File: src/rtl/match_window_counter_pkg.sv
// Shared types and helpers for the match window counter.
package match_window_pkg;

    typedef enum logic {
        IDLE = 1'b0,
        RUN  = 1'b1
    } state_t;

    // All-ones value of a count field of the given width (width < 32).
    function automatic int unsigned cnt_max(input int unsigned width);
        return (32'd1 << width) - 32'd1;
    endfunction

endpackage

File: src/rtl/window_bit_counter.sv
// Counts strobed bits within one window; wraps to zero after the last bit.
module window_bit_counter #(
    parameter int WINDOW_LEN = 16
) (
    input  logic clk,
    input  logic n_rst,
    input  logic clear,
    input  logic count_enable,
    output logic rollover
);

    localparam int BW = (WINDOW_LEN > 1) ? $clog2(WINDOW_LEN) : 1;
    localparam logic [BW-1:0] LAST = BW'(WINDOW_LEN - 1);

    logic [BW-1:0] bit_cnt;

    // Bit position counter; clear has priority over counting.
    always_ff @(posedge clk or negedge n_rst) begin
        if (!n_rst) begin
            bit_cnt <= '0;
        end else if (clear) begin
            bit_cnt <= '0;
        end else if (count_enable) begin
            if (bit_cnt == LAST) begin
                bit_cnt <= '0;
            end else begin
                bit_cnt <= bit_cnt + 1'b1;
            end
        end
    end

    assign rollover = (bit_cnt == LAST);

endmodule

File: src/rtl/match_window_counter.sv
// Counts detector matches over fixed windows of strobed bits and presents
// each window's count on a valid/ready port with saturation and overrun flags.
//
// state | meaning
// IDLE  | not counting; strobes ignored, a pending result may still drain
// RUN   | counting strobed bits and matches, windows back-to-back
module match_window_counter
    import match_window_pkg::*;
#(
    parameter int WINDOW_LEN = 16,
    parameter int CNT_WIDTH  = 8
) (
    input  logic                 clk,
    input  logic                 n_rst,
    input  logic                 start,
    input  logic                 stop,
    input  logic                 bit_strobe,
    input  logic                 match,
    input  logic                 count_ready,
    output logic [CNT_WIDTH-1:0] count_data,
    output logic                 count_valid,
    output logic                 overflow,
    output logic                 overrun,
    output logic                 busy
);

    localparam logic [CNT_WIDTH-1:0] CNT_MAX = CNT_WIDTH'(cnt_max(CNT_WIDTH));

    state_t               state;
    logic [CNT_WIDTH-1:0] match_cnt;
    logic                 sat;
    logic                 rollover;

    logic                 run;
    logic                 strobe_en;
    logic                 at_max;
    logic                 inc_sat;
    logic [CNT_WIDTH-1:0] next_cnt;
    logic                 slot_free;

    assign run       = (state == RUN);
    // Stop and start both take precedence over a strobe in the same cycle.
    assign strobe_en = run & ~stop & ~start & bit_strobe;
    assign at_max    = (match_cnt == CNT_MAX);
    assign inc_sat   = match & at_max;
    assign next_cnt  = (match & ~at_max) ? match_cnt + 1'b1 : match_cnt;
    assign slot_free = ~count_valid | count_ready;

    window_bit_counter #(
        .WINDOW_LEN(WINDOW_LEN)
    ) u_bit_counter (
        .clk         (clk),
        .n_rst       (n_rst),
        .clear       (start | stop),
        .count_enable(strobe_en),
        .rollover    (rollover)
    );

    // FSM, match accumulation and output slot with registered flags.
    always_ff @(posedge clk or negedge n_rst) begin
        if (!n_rst) begin
            state       <= IDLE;
            busy        <= 1'b0;
            match_cnt   <= '0;
            sat         <= 1'b0;
            count_data  <= '0;
            count_valid <= 1'b0;
            overflow    <= 1'b0;
            overrun     <= 1'b0;
        end else begin
            if (count_valid && count_ready) begin
                count_valid <= 1'b0;
            end
            case (state)
                IDLE: begin
                    if (start) begin
                        state     <= RUN;
                        busy      <= 1'b1;
                        match_cnt <= '0;
                        sat       <= 1'b0;
                        overrun   <= 1'b0;
                    end
                end
                RUN: begin
                    if (stop) begin
                        state     <= IDLE;
                        busy      <= 1'b0;
                        match_cnt <= '0;
                        sat       <= 1'b0;
                    end else if (start) begin
                        match_cnt <= '0;
                        sat       <= 1'b0;
                        overrun   <= 1'b0;
                    end else if (bit_strobe) begin
                        if (rollover) begin
                            match_cnt <= '0;
                            sat       <= 1'b0;
                            if (slot_free) begin
                                count_data  <= next_cnt;
                                overflow    <= sat | inc_sat;
                                count_valid <= 1'b1;
                            end else begin
                                overrun <= 1'b1;
                            end
                        end else begin
                            match_cnt <= next_cnt;
                            sat       <= sat | inc_sat;
                        end
                    end
                end
                default: begin
                    state <= IDLE;
                    busy  <= 1'b0;
                end
            endcase
        end
    end

endmodule

File: config.mk
export PLATFORM = sky130hd
export DESIGN_NAME = match_window_counter
export DESIGN_NICKNAME = d
export VERILOG_FILES = /design/src/rtl/match_window_counter_pkg.sv /design/src/rtl/window_bit_counter.sv /design/src/rtl/match_window_counter.sv
export SDC_FILE = /design/constraint.sdc
export NUM_CORES = 1
export LEC_CHECK = 0
export ABC_AREA = 1
export BUFFER_PORTS_ARGS = -buffer_cell sky130_fd_sc_hd__buf_2
export CORE_MARGIN = 5
export CORE_UTILIZATION = 63
export CTS_BUF_LIST = sky130_fd_sc_hd__clkbuf_4
export DETAILED_ROUTE_END_ITERATION = 8
export PLACE_DENSITY_LB_ADDON = 0.2
export SYNTH_ARGS = -nofsm -noshare
export SYNTH_HDL_FRONTEND = slang
export SYNTH_SLANG_ARGS = --single-unit
File: constraint.sdc
create_clock -name clk -period 2.6 [get_ports clk]
set_clock_uncertainty 0.1 [all_clocks]
set_input_delay 0.39 -clock clk [delete_from_list [all_inputs] [get_ports clk]]
set_output_delay 0.39 -clock clk [all_outputs]
set_load 0.01 [all_outputs]
* Yosys cells after proc, flatten, opt, wreduce, memory -nomap -nowiden
Index checks and enable logic that the tools add are counted.
Operators by class: $lt $le $gt $ge 0, mux-type cells 35, div/mod/pow operators 0, bitwise operators 13, equal/unequal tests 9, reduce and logical (&&, ||, !) cells 6, multiply operators 0, shift-type cells 0, add/sub/neg operators 2
Operators with widths (count):
- $mux 8 | 6
- $mux 1 | 21
- $pmux 8 s2 | 1
- $mux 4 | 3
- $add 8x1->8 const B | 1
- $eq 8x8->1 const B | 1
- $pmux 1 s2 | 4
- $ne 2x2->1 const B | 3
- $ne 3x3->1 const B | 2
- $reduce_and 6->1 | 1
- $and 1x1->1 | 5
- $not 1->1 | 5
- $reduce_and 5->1 | 1
- $add 4x1->4 const B | 1
- $eq 4x4->1 const B | 1
- $ne 4x4->1 const B | 1
- $reduce_and 2->1 | 2
- $ne 3x2->1 const B | 1
- $or 1x1->1 | 3
- $reduce_bool 2->1 | 1
- $logic_and 1x1->1 | 1
Storage, ports and cells: memories kept 0, word-level logic and storage cells 74, memory bits (writable) 0, latch bits 0, input bits 7, flip-flop bits (word level) 26, output and inout port bits 12, ROM bits 0

* Longest topological paths before layout
word-level depth 9, gate-level depth with buffers 10, gate-level depth less buffers 9

* By module
Synthesis repeated with hierarchy kept, for this count alone.
Second synthesis, totals: cells, all modules 186, area, all modules 1460.2 um^2
Modules (own cells, without submodules):
- match_window_counter | seq. area each 550.5 um^2, cells an instance 160, area each 1236.2 um^2, instances 1
- window_bit_counter | seq. area each 100.1 um^2, cells an instance 26, area each 224.0 um^2, instances 1

* Worst setup path after synthesis
No wires, ideal clock.
path type flip-flop to flip-flop, start register u_bit_counter.bit_cnt[0], end register count_data[0], cell stages (with the launch flop) 8, required time 2378 ps, clock period less this slack 1395 ps, setup slack 1205 ps, arrival time 1172 ps, buffers on the path 1, library setup time 122 ps, cells stage by stage dfrtp_1 ha_1 nand2_1 nor2_2 nand3_4 buf_6 nand2_1 o21ai_1
Between the ends: cells in the longest elaborated chain, start to end 2
Ends and longest elaborated chain:
- start: declaration | RTL line window_bit_counter.sv:15 | logic [BW-1:0] bit_cnt;
- start signal: assignment | RTL line window_bit_counter.sv:27 | bit_cnt <= bit_cnt + 1'b1;
- $eq 4x4->1 | RTL line window_bit_counter.sv:32 | assign rollover = (bit_cnt == LAST);
- $reduce_and 6->1 (no line)
- end signal: assignment | RTL line match_window_counter.sv:99 | count_data <= next_cnt;
- end: declaration | RTL line match_window_counter.sv:20 | output logic [CNT_WIDTH-1:0] count_data,
No other way between the ends. A chain may end at the register's enable or synchronous reset.

* Final worst setup path
start register match_cnt[0], end register count_data[0]
Between the ends: cells in the longest elaborated chain, start to end 4, elaborated cells between the ends (all ways) 5, classes of those cells add/sub: 1; eq/ne: 1; mux: 1; bitwise: 2
Ends and longest elaborated chain:
- start: declaration | RTL line match_window_counter.sv:30 | logic [CNT_WIDTH-1:0] match_cnt;
- start signal: assignment | RTL line match_window_counter.sv:106 | match_cnt <= next_cnt;
- parallel branches: the longest is 3 deep, another holds $add 8x1->8
- $mux 8 (*) | RTL line match_window_counter.sv:46 | assign next_cnt = (match & ~at_max) ? match_cnt + 1'b1 : match_cnt;
Every way passes the cells marked *.

==> impl_metrics.prom <==
# TYPE chip_impl_metric gauge
chip_impl_metric{name="netlist_instances",unit=""} 171
chip_impl_metric{name="clock_latency",unit="ns"} 0.32
chip_impl_metric{name="postLayoutCoreUtil",unit=""} 0.7463
chip_impl_info{name="cell_at_the_root_of_the_clock_tree",value="clkbuf_4"} 1
chip_impl_metric{name="tritoncts_num_sinks",unit=""} 26
chip_impl_metric{name="cts_post_setup_buffers_inserted",unit=""} 0
chip_impl_metric{name="synth_sequential_area_ratio",unit=""} 0.4745
chip_impl_metric{name="leakage_power_of_the_design",unit="nW"} 0.7973
chip_impl_info{name="worstSetupPathType",value="flop to flop"} 1
chip_impl_info{name="setup_repair_after_global_routing_missed_its_margin",value="no"} 1
chip_impl_metric{name="design.die.area",unit="sq um"} 3210
chip_impl_metric{name="fin_nets",unit=""} 202
chip_impl_info{name="worstSetupEndpointType",value="flop"} 1
chip_impl_metric{name="fin_crit_sh",unit=""} 0.6374
chip_impl_metric{name="route.antenna.remaining_nets",unit=""} 0
chip_impl_info{name="critPathTopFamily",value="simple AND/OR/NAND/NOR gates"} 1
chip_impl_metric{name="grt_max_degree",unit=""} 27
chip_impl_metric{name="routedLengthMet1",unit="mm"} 1.142
chip_impl_metric{name="clock_slew_seen_by_the_registers_of_the_worst_setup_and_hold_paths",unit="ns"} 0.14
chip_impl_metric{name="hold_slack",unit="ns"} 0.2525
chip_impl_metric{name="post-layout-total-power",unit="W"} 0.0006830
chip_impl_metric{name="fillers",unit=""} 148
chip_impl_info{name="tritoncts",value="done"} 1
chip_impl_metric{name="fin_tns_setup",unit="ns"} 0
chip_impl_metric{name="cts_buffer_depth",unit=""} 2
chip_impl_metric{name="report.final.hold_viol_count",unit=""} 0
chip_impl_info{name="r2r-end",value="count_data[0]$_DFFE_PN0P_"} 1
chip_impl_info{name="worstHoldStart",value="stop"} 1
chip_impl_metric{name="max_cap_violations",unit=""} 0
chip_impl_metric{name="clock.fmax",unit="MHz"} 603.4
chip_impl_metric{name="dr_total_vias",unit=""} 1173
chip_impl_metric{name="max_slew_margin",unit=""} 0.6192
chip_impl_metric{name="grt_total_ovfl",unit=""} 0
chip_impl_info{name="critPathSlowestCell",value="dfrtp_1"} 1
chip_impl_metric{name="drt_first_pass_iters",unit=""} 4
chip_impl_info{name="hold_path.class",value="input pin to flop"} 1
chip_impl_metric{name="yosys-mux-area-fraction",unit=""} 0
chip_impl_metric{name="crit_path_max_fanout",unit=""} 11
chip_impl_metric{name="synth-adder-area-share",unit=""} 0.01825
chip_impl_metric{name="grt.total_usage",unit=""} 0.1902
chip_impl_info{name="outcome",value="completed"} 1
chip_impl_metric{name="start_util",unit=""} 0.6782
chip_impl_metric{name="worst_ir_drop_vdd",unit="V"} 0.0004107
chip_impl_metric{name="grt_pass1_wl",unit="mm"} 4.878
chip_impl_metric{name="detail_route.vias_per_cell",unit=""} 5.356
chip_impl_metric{name="cp.required",unit="ns"} 2.75
chip_impl_metric{name="finalSetupViolations",unit=""} 0
chip_impl_metric{name="timing.critical_path.slowest_cell_delay",unit="ns"} 0.45
chip_impl_metric{name="synth_warnings",unit=""} 0
chip_impl_metric{name="synth-compound-area-share",unit=""} 0.09945
chip_impl_metric{name="drv_slew",unit=""} 0
chip_impl_info{name="setup.worst_path.start_class",value="flop"} 1
chip_impl_metric{name="area_delta_synth_final",unit="%"} 10.04
chip_impl_metric{name="num_rows",unit=""} 16
chip_impl_info{name="top_layer",value="met4"} 1
chip_impl_metric{name="floorplan.io_pins",unit=""} 19
chip_impl_metric{name="port_buffer_count",unit=""} 18
chip_impl_metric{name="vias_in_the_first_global_route",unit=""} 1183
chip_impl_metric{name="cts-buffers-inserted",unit=""} 3
chip_impl_metric{name="layout-drive-gt1-share",unit=""} 0.1927
chip_impl_metric{name="antenna_found_initial",unit=""} 0
chip_impl_info{name="worstHoldEndpoint",value="busy$_DFFE_PN0P_"} 1
chip_impl_metric{name="yosys.area_share.xor_xnor",unit=""} 0.01277
chip_impl_metric{name="synthSimpleGateAreaFrac",unit=""} 0.3130
chip_impl_metric{name="power_density",unit="nW/um^2"} 452.6
chip_impl_metric{name="wl_met2",unit="mm"} 1.371
chip_impl_metric{name="transition_time_at_the_pin_with_the_least_slew_margin",unit="ns"} 0.5712
chip_impl_info{name="timing.critical_path.mode_cell",value="nand2_1"} 1
chip_impl_metric{name="core_region_area",unit="sq um"} 2022
chip_impl_metric{name="gp_routability_congestion",unit=""} 0.8437
chip_impl_metric{name="syn-num-nets",unit=""} 180
chip_impl_metric{name="whs_path_depth",unit=""} 4
chip_impl_metric{name="postRouteWirelength",unit="mm"} 2.677
chip_impl_metric{name="antenna_cells_inserted",unit=""} 0
chip_impl_metric{name="detail_route.iter0.violations",unit=""} 37
chip_impl_metric{name="worst-path-stages",unit=""} 8
chip_impl_metric{name="post-route-drc-count",unit=""} 0
chip_impl_metric{name="detail_route.wl_per_cell",unit="microns"} 12.22
chip_impl_metric{name="path_buf_inv",unit=""} 0
chip_impl_metric{name="timing.final.crit_period",unit="ns"} 1.657
chip_impl_metric{name="post_synth_num_cell_types",unit=""} 26
chip_impl_metric{name="wl_met3",unit="microns"} 129
chip_impl_info{name="start_of_the_worst_register_to_register_path",value="match_cnt[0]$_DFFE_PN0P_"} 1
chip_impl_metric{name="post-dp-hpwl",unit="mm"} 2.085
chip_impl_metric{name="total_number_of_h_tree_levels",unit=""} 1
chip_impl_metric{name="die_height",unit="microns"} 56.66
chip_impl_metric{name="cp_arrival",unit="ns"} 1.81
chip_impl_metric{name="floorplan.die.width",unit="microns"} 56.66
chip_impl_metric{name="synth.cell_area",unit="sq um"} 1371
chip_impl_metric{name="r2r.worst_path.cells",unit=""} 8
chip_impl_info{name="timing.critical_path.cells",value="ha_1, nand2_1, nor2_1, nand2_1, nand2_1, nand2_1, nand2_1, o21ai_1"} 1
chip_impl_metric{name="syn-mean-instance-area",unit="sq um"} 8.019
chip_impl_metric{name="reg2reg_slack",unit="ns"} 0.94
chip_impl_metric{name="ys_seq_elements",unit=""} 26
chip_impl_info{name="synth_top_family_by_area",value="simple AND/OR/NAND/NOR gates"} 1
chip_impl_metric{name="cts_resized",unit=""} 0
-- synthesized netlist by cell type --
master / instances / area [sq um]
nand4_2: 1 / 12.51
ha_1: 2 / 25.02
o21ai_0: 3 / 15.01
nor2_4: 1 / 11.26
nor2_2: 2 / 12.51
nand2_1: 55 / 206.5
a21oi_1: 3 / 15.01
nand3_1: 16 / 80.08
buf_6: 2 / 22.52
xor2_1: 1 / 8.760
nor3_4: 1 / 16.27
o21ai_2: 2 / 17.52
o21bai_1: 1 / 7.510
nand4_1: 1 / 6.260
o21bai_2: 1 / 11.26
o21ai_1: 9 / 45.04
dfrtp_1: 26 / 650.6
inv_2: 3 / 11.26
inv_1: 21 / 78.83
nand3b_1: 1 / 7.510
nor2_1: 9 / 33.78
a31oi_1: 1 / 6.260
nand2_2: 4 / 25.02
o22ai_1: 3 / 18.77
xnor2_1: 1 / 8.760
nand3_4: 1 / 17.52
-- worst max path at each step --
stage                                          from                         to  slack, ns
2_1_floorplan  u_bit_counter.bit_cnt[0]$_DFFE_PN0P_  count_data[0]$_DFFE_PN0P_       1.21
3_3_place_gp               match_cnt[0]$_DFFE_PN0P_  count_data[0]$_DFFE_PN0P_       1.01
3_5_place_dp               match_cnt[0]$_DFFE_PN0P_  count_data[5]$_DFFE_PN0P_       0.98
4_1_cts                    match_cnt[0]$_DFFE_PN0P_  count_data[0]$_DFFE_PN0P_       0.95
5_1_grt                    match_cnt[0]$_DFFE_PN0P_  count_data[0]$_DFFE_PN0P_       0.79
6_report                   match_cnt[0]$_DFFE_PN0P_  count_data[0]$_DFFE_PN0P_       0.94
-- metal layers --
layer,GRT usage,vias to the layer above
met5,0,-
met4,0.09492,0
met3,0.02982,6
met2,0.3234,33
met1,0.2308,545
li1,-,589
-- layout by cell type, fill, tap and decap left out, drive strengths merged --
master,n
dfrtp,26
ha,2
clkinv,1
xnor2,1
o21bai,2
buf,18
a21oi,3
nand4,2
clkbuf,3
nand3b,1
dlygate4sd3,1
inv,24
a31oi,1
nand2,59
o21ai,14
nor2,12
nor3,1
xor2,1
nand3,17
o22ai,3
-- report_power, final --
group	leakage, nW	internal, W	switching [W]
Clock	0.0154	0.0000562	0.000118
Combinational	0.424	0.0000248	0.0000478
Sequential	0.358	0.000419	0.0000164
-- metrics by stage --
| step | instances | instance area [sq um] | setup slack (ns) |
|---|---|---|---|
| 2_1_floorplan | 171 | 1371 | 1.205 |
| 3_3_place_gp | 214 | 1473 | 1.015 |
| 3_5_place_dp | 214 | 1473 | 0.9791 |
| 4_1_cts | 219 | 1509 | 0.9505 |
| 5_1_grt | 219 | 1509 | 0.7854 |
| 6_report | 219 | 1509 | 0.9428 |
-- sequential cells by signal (all words and copies together), names as in the netlist --
signal and flops:
count_data 8, match_cnt 8, u_bit_counter.bit_cnt 4, busy 1, count_valid 1, overflow 1
overrun 1, run 1, sat 1
-- kinds of logic after synthesis --
family                   count (synthesis)
AO/OA/AOI/OAI                           23
adder cells (fa/ha/maj)                  2
AND/OR/NAND/NOR                         92
XOR/XNOR                                 2
flip-flops                              26
buffers and inverters                   26
-- worst reg2reg max path: stages (launching register included) --
cell	delay [ns]
dfrtp_1	0.45
ha_1	0.25
nand2_1	0.08
nor2_1	0.04
nand2_1	0.27
nand2_1	0.13
nand2_1	0.09
nand2_1	0.07
o21ai_1	0.12
-- cell type report --
type	instances	area (sq um)	area share
well taps	27	33.78	0.02239
inverters	24	90.09	0.05970
multi-input cells	119	608.1	0.4030
clock inverters	1	3.754	0.002488
flip-flops and latches	26	650.6	0.4312
repair buffers	19	100.1	0.06633
clock buffers	3	22.52	0.01493
-- what timing repair did --
action | in CTS | in global routing
hold buffers | 1 | 0
endpoints found under the hold margin | 26 | 0
setup endpoints to repair | 0 | 0
Power figures use the tool's default switching activity.
